$ cat src/rtl/lsu_mem_ctrl.sv
// rtl/lsu_mem_ctrl.sv - load/store unit to data memory port
// Builds word-aligned requests, splits word-crossing accesses, extends load data.
module lsu_mem_ctrl #(
    parameter bit SPLIT_EN = 1'b1
) (
    input  logic        i_clk,
    input  logic        i_rst_n,
    input  logic        i_req_valid,
    output logic        o_req_ready,
    input  logic        i_req_load,
    input  logic        i_req_store,
    input  logic [31:0] i_req_addr,
    input  logic [31:0] i_req_wdata,
    input  logic [1:0]  i_req_dw,
    input  logic        i_req_sign,
    output logic        o_resp_valid,
    output logic [31:0] o_resp_rdata,
    output logic        o_resp_err,
    output logic        o_mem_req,
    output logic        o_mem_we,
    output logic [31:0] o_mem_addr,
    output logic [3:0]  o_mem_be,
    output logic [31:0] o_mem_wdata,
    input  logic        i_mem_gnt,
    input  logic        i_mem_rvalid,
    input  logic [31:0] i_mem_rdata
);

    typedef enum logic [2:0] {
        S_IDLE, S_REQ0, S_WAIT0, S_REQ1, S_WAIT1, S_RESP
    } state_t;

    state_t      r_state, w_next;
    logic        r_store, r_sign, r_err;
    logic [31:0] r_addr, r_wdata, r_lo, r_hi;
    logic [1:0]  r_dw;

    logic [7:0]  w_acc_be8, w_be8;
    logic        w_acc_err, w_cross, w_msb;
    logic [63:0] w_wd64;
    logic [31:0] w_r, w_mask, w_ldata, w_base_addr;

    function automatic logic [7:0] f_be8(input logic [1:0] dw, input logic [1:0] off);
        logic [7:0] base;
        case (dw)
            2'd0:    base = 8'h01;
            2'd1:    base = 8'h03;
            2'd2:    base = 8'h0F;
            default: base = 8'h00;
        endcase
        return base << off;
    endfunction

    function automatic logic [31:0] f_mask(input logic [1:0] dw);
        case (dw)
            2'd0:    return 32'h0000_00FF;
            2'd1:    return 32'h0000_FFFF;
            default: return 32'hFFFF_FFFF;
        endcase
    endfunction

    // Legality is decided on the incoming fields so errors skip memory entirely
    assign w_acc_be8 = f_be8(i_req_dw, i_req_addr[1:0]);
    assign w_acc_err = (i_req_load == i_req_store) || (i_req_dw == 2'd3) ||
                       (!SPLIT_EN && (|w_acc_be8[7:4]));

    assign w_be8       = f_be8(r_dw, r_addr[1:0]);
    assign w_cross     = |w_be8[7:4];
    assign w_mask      = f_mask(r_dw);
    assign w_wd64      = {32'b0, r_wdata & w_mask} << {r_addr[1:0], 3'b000};
    assign w_base_addr = {r_addr[31:2], 2'b00};
    assign w_r         = 32'({r_hi, r_lo} >> {r_addr[1:0], 3'b000});

    always_comb begin
        case (r_dw)
            2'd0:    w_msb = w_r[7];
            2'd1:    w_msb = w_r[15];
            default: w_msb = w_r[31];
        endcase
    end

    assign w_ldata = (w_r & w_mask) | ((r_sign && w_msb) ? ~w_mask : 32'b0);

    always_ff @(posedge i_clk or negedge i_rst_n) begin
        if (!i_rst_n) begin
            r_state <= S_IDLE;
            r_store <= 1'b0;
            r_sign  <= 1'b0;
            r_err   <= 1'b0;
            r_addr  <= 32'b0;
            r_wdata <= 32'b0;
            r_dw    <= 2'b0;
            r_lo    <= 32'b0;
            r_hi    <= 32'b0;
        end else begin
            r_state <= w_next;
            if (r_state == S_IDLE && i_req_valid) begin
                r_store <= i_req_store;
                r_sign  <= i_req_sign;
                r_err   <= w_acc_err;
                r_addr  <= i_req_addr;
                r_wdata <= i_req_wdata;
                r_dw    <= i_req_dw;
                r_lo    <= 32'b0;
                r_hi    <= 32'b0;
            end
            if (r_state == S_WAIT0 && i_mem_rvalid) r_lo <= i_mem_rdata;
            if (r_state == S_WAIT1 && i_mem_rvalid) r_hi <= i_mem_rdata;
        end
    end

    always_comb begin
        w_next       = r_state;
        o_req_ready  = 1'b0;
        o_resp_valid = 1'b0;
        o_resp_rdata = 32'b0;
        o_resp_err   = 1'b0;
        o_mem_req    = 1'b0;
        o_mem_we     = 1'b0;
        o_mem_addr   = 32'b0;
        o_mem_be     = 4'b0;
        o_mem_wdata  = 32'b0;
        case (r_state)
            S_IDLE: begin
                o_req_ready = 1'b1;
                if (i_req_valid) w_next = w_acc_err ? S_RESP : S_REQ0;
            end
            S_REQ0: begin
                o_mem_req   = 1'b1;
                o_mem_we    = r_store;
                o_mem_addr  = w_base_addr;
                o_mem_be    = w_be8[3:0];
                o_mem_wdata = w_wd64[31:0];
                if (i_mem_gnt) w_next = S_WAIT0;
            end
            S_WAIT0: begin
                if (i_mem_rvalid) w_next = w_cross ? S_REQ1 : S_RESP;
            end
            S_REQ1: begin
                o_mem_req   = 1'b1;
                o_mem_we    = r_store;
                o_mem_addr  = w_base_addr + 32'd4;
                o_mem_be    = w_be8[7:4];
                o_mem_wdata = w_wd64[63:32];
                if (i_mem_gnt) w_next = S_WAIT1;
            end
            S_WAIT1: begin
                if (i_mem_rvalid) w_next = S_RESP;
            end
            S_RESP: begin
                o_resp_valid = 1'b1;
                o_resp_err   = r_err;
                o_resp_rdata = (r_err || r_store) ? 32'b0 : w_ldata;
                w_next       = S_IDLE;
            end
            default: w_next = S_IDLE;
        endcase
    end

endmodule

$ cat config.mk
export PLATFORM = sky130hd
export DESIGN_NAME = lsu_mem_ctrl
export DESIGN_NICKNAME = d
export VERILOG_FILES = /design/src/rtl/lsu_mem_ctrl.sv
export SDC_FILE = /design/constraint.sdc
export NUM_CORES = 1
export LEC_CHECK = 0
export CAP_MARGIN = 10
export CORE_ASPECT_RATIO = 1.25
export CORE_MARGIN = 2
export CORE_UTILIZATION = 45
export DETAILED_ROUTE_END_ITERATION = 12
export PLACE_DENSITY_LB_ADDON = 0.05
export SLEW_MARGIN = 20
export SYNTH_ARGS = -nofsm -noshare
export SYNTH_HDL_FRONTEND = slang
export SYNTH_SLANG_ARGS = --single-unit
export TNS_END_PERCENT = 100
$ cat constraint.sdc
create_clock -name i_clk -period 2.12 [get_ports i_clk]
set_input_delay 0.424 -clock i_clk [delete_from_list [all_inputs] [get_ports i_clk]]
set_output_delay 0.424 -clock i_clk [all_outputs]
set_load 0.02 [all_outputs]
* Word-level counts from Yosys, hierarchy flattened
Index checks and enable logic that the tools add are counted.
** Storage, ports and cells
- Flip-flop bits (word level) :: 136
- Logic and storage cells :: 69
** Cells by class
- Eq/ne operators :: 14
- Shift-type cells :: 3
- Reduce and logical (&&, ||, !) cells :: 13
- Mux-type cells :: 25
- Add/subtract/negate cells :: 1
- Bitwise logic cells :: 4
** Operator list (count)
- $mux W32 :: 6
- $pmux W32 S2 :: 3
- $and A32 B32 Y32 :: 2
- $shl A32 B5 Y64 :: 1
- $shr A64 B5 Y32 :: 1
- $add A32 B3 Y32 const B :: 1
- $not A32 Y32 :: 1
- $or A32 B32 Y32 :: 1
- $mux W3 :: 7
- $pmux W3 S5 :: 1
- $pmux W4 S3 :: 1
- $ne A2 B2 Y1 const B :: 5
- $pmux W4 S2 :: 1
- $shl A8 B2 Y8 :: 1
- $eq A3 B2 Y1 const B :: 2
- $eq A3 B3 Y1 const B :: 2
- $mux W1 :: 5
- $reduce_and A5 Y1 :: 1
- $eq A2 B2 Y1 const B :: 2
- $logic_and A1 B1 Y1 :: 4
- $reduce_bool A2 Y1 :: 2
- $reduce_or A4 Y1 :: 1
- $eq A3 B1 Y1 const B :: 1
- $logic_not A3 Y1 :: 1
- other kinds (6) :: 7

* Logic depth before layout (Yosys ltp)
- Depth after elaboration :: 7
- Mapped depth :: 8

* Worst setup path after synthesis
OpenSTA, ideal clock, no wires.
- Kind :: register to output
- Start point :: register r_state[2]
- End point :: output o_mem_be[0]
- Data required time :: 1.696 ns
- Setup slack :: -0.240 ns
- Stages on the path, launching flop included :: 8
- Path buffers :: 3
- Arrival time :: 1.936 ns
- Cell sequence :: dfrtp_1 > buf_2 > nand2b_1 > inv_1 > buf_2 > nand2_1 > buf_2 > o32ai_1
** On the way
- Word-level cells in the longest chain between the ends :: 2
- Elaborated cells on any way between the ends :: 3
** Ends and longest elaborated chain
- start: declaration :: RTL line 33 : state_t r_state, w_next;
- start signal: assignment :: RTL line 96 : r_state <= w_next;
- $eq A3 B2 Y1 / $eq A3 B1 Y1 (equally long branches) :: RTL line 123 : case (r_state)
- $pmux W4 S2 * :: RTL line 123
- end: declaration :: RTL line 22 : output logic [3:0] o_mem_be,
Every way passes the cells marked *; elsewhere a longest branch is shown, timed or not.

* Final worst setup path
- Start point :: register r_dw[0]
- End point :: output o_resp_rdata[14]
** On the way
- Word-level cells in the longest chain between the ends :: 7
- Elaborated cells on any way between the ends :: 11
** Ends and longest elaborated chain
- start: declaration :: RTL line 36 : logic [1:0] r_dw;
- start signal: assignment :: RTL line 103 : r_dw <= i_req_dw;
- $eq A2 B1 Y1 / $logic_not A2 Y1 (equally long branches) :: RTL line 55, 75
- $pmux W1 S2 / $pmux W32 S2 (equally long branches) :: RTL line 75, 55
- $logic_and A1 B1 Y1 / $not A32 Y32 (equally long branches) :: RTL line 82 : assign w_ldata = (w_r & w_mask) | ((r_sign && w_msb) ? ~w_mask : 32'b0);
- $mux W32 :: RTL line 82
- $or A32 B32 Y32 * :: RTL line 82
- $mux W32 * :: RTL line 153 : o_resp_rdata = (r_err || r_store) ? 32'b0 : w_ldata;
- $mux W32 * :: RTL line 123
- end: declaration :: RTL line 17 : output logic [31:0] o_resp_rdata,
Marks and branches as above.

==> qor.log <==
INFO  drt            drt_iter0_drc=430
INFO  synth          synth_area_leader_cell=sky130_fd_sc_hd__dfrtp_1
INFO  layout         final_cell_area=0.0137mm²
INFO  sta            final-hold-violation-count=0
INFO  sta            timing.final.setup_violations=97
INFO  grt            grt_remaining_overflow=0
INFO  placement      place.gp.congestion=0.889
INFO  layout         antenna_cells=0
INFO  floorplan      io-pin-count=211
INFO  clock_network  worst_setup_hold_path_clk_slew=0.06ns
INFO  sta            maxClockFrequency=372MHz
INFO  status         failed_checks=negative setup slack
INFO  floorplan      chipHeight=151µm
INFO  sta            final_worst_path_setup_slack=-0.568ns
INFO  critical_path  critPathMaxFanout=8
INFO  sta            fin_worst_skew=0.00680ns
INFO  floorplan      die_area=0.0184mm²
INFO  layout         post_route_cells_drive_above_1_share=0.516
INFO  critical_path  crit_required=1.70ns
INFO  drt            detail_route.drc_violations=0
INFO  sta            finalHoldWorstSlack=0.464ns
INFO  floorplan      initial_core_util=0.462
INFO  critical_path  cp_data_arrival_time=2.26ns
INFO  clock_network  cts_root_buf=sky130_fd_sc_hd__clkbuf_16
INFO  placement      post_dp_cell_area=0.0113mm²
INFO  synth          post_synth.cell_area_avg=9.58µm²
INFO  clock_network  tritoncts_num_sinks=128
INFO  placement      place_hpwl=17.5mm
INFO  drt            post_dr_vias_cell=5.72
INFO  grt            grt_antenna_before_repair=0
INFO  drt            drt_wl_total=28.8mm
INFO  clock_network  clock_tree.htree_level_count=4
INFO  critical_path  critical-path-top-delay-family=buffers and inverters
INFO  synth          synth_top_cell_area_share=0.410
INFO  drt            vias=8,179
INFO  grt            global_route.usage.total=0.290
INFO  floorplan      floorplan.rows=53
INFO  clock_network  cts_max_path_buffers=2
INFO  clock_network  numCtsBuffers=17
INFO  synth          seq_area_frac_synth=0.410
INFO  grt            grt_max_degree=65
INFO  critical_path  critical_path.max_stage_delay=0.41ns
INFO  drt            drt-pass1-iter-count=4
INFO  placement      buffer_ports.inserted=208
INFO  synth          synthDistinctLibCells=47
INFO  floorplan      placeable_core_area=0.0169mm²
INFO  floorplan      die_width=122µm
INFO  sta            count_of_final_max_slew_check_failures=0
INFO  drt            number_of_routed_nets_with_antenna_violations=0
INFO  sta            fin_crit=2.69ns
INFO  synth          netlist_area=0.00782mm²
INFO  critical_path  crit_path_cell_trace=buf_6, ha_4, buf_6, nand2_2, o22ai_2, buf_4, o2111ai_4, buf_8, buf_6, nand3_2, buf_6
INFO  grt            first_global_vias=8,008
INFO  critical_path  worst_path_most_repeated_cell=sky130_fd_sc_hd__buf_6
INFO  synth          synth_enable_flop_cells=0
INFO  drt            detail_routed_net_length_per_standard_cell=20.2µm
INFO  critical_path  timing_worst_setup_path_type=reg -> out
INFO  layout         mostFrequentLayoutCells=sky130_fd_sc_hd__buf_4, sky130_fd_sc_hd__nand2_1, sky130_fd_sc_hd__buf_6
INFO  synth          netlist_top_cells_area=sky130_fd_sc_hd__dfrtp_1, sky130_fd_sc_hd__mux2_2, sky130_fd_sc_hd__mux4_2
INFO  status         outcome=complete, but fails checks
INFO  power_and_ir_drop power_density=1480mW/mm²
INFO  clock_network  clk-insertion-delay-late=0.43ns
INFO  synth          postSynth.asyncResetShare=1.00
INFO  critical_path  crit_path_top_delay_cell=sky130_fd_sc_hd__dfrtp_1
INFO  layout         syn_to_final_growth=75.2%
INFO  layout         layout_commonest_cell=sky130_fd_sc_hd__buf_4
INFO  sta            period_share=1.27
INFO  synth          synthFlopType=sky130_fd_sc_hd__dfrtp_1
INFO  layout         finish.net_count=1,309
INFO  min_path       hp-class=in -> async
INFO  synth          synth_cells=816
INFO  critical_path  nature_of_the_critical_path_startpoint=register
INFO  grt            grt_first_pass_wirelength=41.4mm
INFO  synth          yosys_register_bits=128
INFO  critical_path  endpoint_kind=output pin
INFO  sta            rsz0062_at_grt=yes
INFO  critical_path  worst-path-buf-inv=6
INFO  synth          synth.yosys.warnings=0
INFO  power_and_ir_drop ir_drop=964µV
INFO  run            drv.max_cap_violation_count=0
INFO  clock_network  cts_tree=done
INFO  power_and_ir_drop leakage=0.00590µW
==> metal layers <==
metal / vias to the layer above / wire (µm) / GRT usage
li1: 3694 / - / -
met1: 4074 / 10900 / 0.345
met4: 0 / 1230 / 0.129
met5: - / 0 / 0
met3: 83 / 1710 / 0.0685
met2: 328 / 15000 / 0.498
==> cell type report <==
class	count	area, µm²
Clock buffer	19	453
Clock inverter	12	159
Fill cell	1029	3220
Inverter	23	88.8
Multi-Input combinational cell	606	5290
Sequential cell	128	3210
Tap cell	220	275
Timing Repair Buffer	421	4220
==> cell families after synthesis <==
| kind of cell | synth area share |
|---|---|
| other | 0.000480 |
| DFF | 0.410 |
| muxes | 0.216 |
| adders and majority gates | 0.00960 |
| AOI/OAI and AO/OA | 0.129 |
| buffers and inverters | 0.0456 |
| and+or+nand+nor | 0.173 |
| xor gates and xnor gates | 0.0168 |
==> repair_timing <==
action                                  CTS  global route
endpoints found under the setup margin  103           100
pin swaps                                26            57
hold endpoints to repair                 32             0
gates cloned                              2             1
resized for setup                       672           207
hold buffers                              1             0
setup buffers                            39            40
==> stage by stage <==
step / std cells / utilization / power, µW / worst slack, ns / setup TNS [ns]
global route: 1429 / 0.810 / 21300 / -0.647 / -45.58
detailed placement: 1326 / 0.668 / 14100 / -0.695 / -41.01
floorplan: 817 / - / 9850 / -0.0237 / -0.175
CTS: 1397 / 0.759 / 18600 / -0.564 / -37.66
finish: 1429 / 0.810 / 20300 / -0.568 / -38.41
global placement: 1326 / 0.668 / 13900 / -0.641 / -38.52
==> where the power goes <==
| part | leakage, µW | switching [µW] | internal, µW |
|---|---|---|---|
| logic | 0.00402 | 5840 | 6570 |
| clock network | 0.000284 | 1140 | 1910 |
| registers | 0.00160 | 1210 | 3640 |
| total | 0.00590 | 8200 | 12100 |
==> synthesized netlist by cell type (8+ instances only) <==
master                     count
sky130_fd_sc_hd__a21oi_1      22
sky130_fd_sc_hd__a221o_1      16
sky130_fd_sc_hd__a22oi_1      17
sky130_fd_sc_hd__and2_1        9
sky130_fd_sc_hd__buf_1         8
sky130_fd_sc_hd__buf_2        21
sky130_fd_sc_hd__clkbuf_1     26
sky130_fd_sc_hd__dfrtp_1     128
sky130_fd_sc_hd__inv_1        23
sky130_fd_sc_hd__mux2_2       86
sky130_fd_sc_hd__mux2i_1       9
sky130_fd_sc_hd__mux4_2       28
sky130_fd_sc_hd__nand2_1     159
sky130_fd_sc_hd__nand3_1      25
sky130_fd_sc_hd__nor2_1       47
sky130_fd_sc_hd__nor3_1        8
sky130_fd_sc_hd__o21ai_0      80
sky130_fd_sc_hd__o22ai_1      11
sky130_fd_sc_hd__o31ai_1       8
sky130_fd_sc_hd__or4_1         8
sky130_fd_sc_hd__xor2_1        8
==> state kept, by name, summed over array words and instances, names as in the netlist <==
register / flops
r_addr: 32
r_lo: 32
r_sign: 1
r_state: 3
r_dw: 2
r_store: 1
r_hi: 24
r_err: 1
r_wdata: 32
==> final timing paths <==
kind / from / endpoint / depth (start not counted) / slack, ns
setup / recovery: r_dw[0] / o_resp_rdata[14] / 11 / -0.57
hold / removal: i_rst_n / r_lo[14] / 2 / 0.46
setup reg to reg: r_state[1] / r_lo[26] / 9 / 0.19
hold reg to reg: r_hi[17] / r_hi[17] / 2 / 0.53
max in group asynchronous: i_rst_n / r_addr[14] / 3 / 1.06
min in group i_clk: r_hi[17] / r_hi[17] / 2 / 0.53
Note: power is estimated with default switching activity, not from simulation.
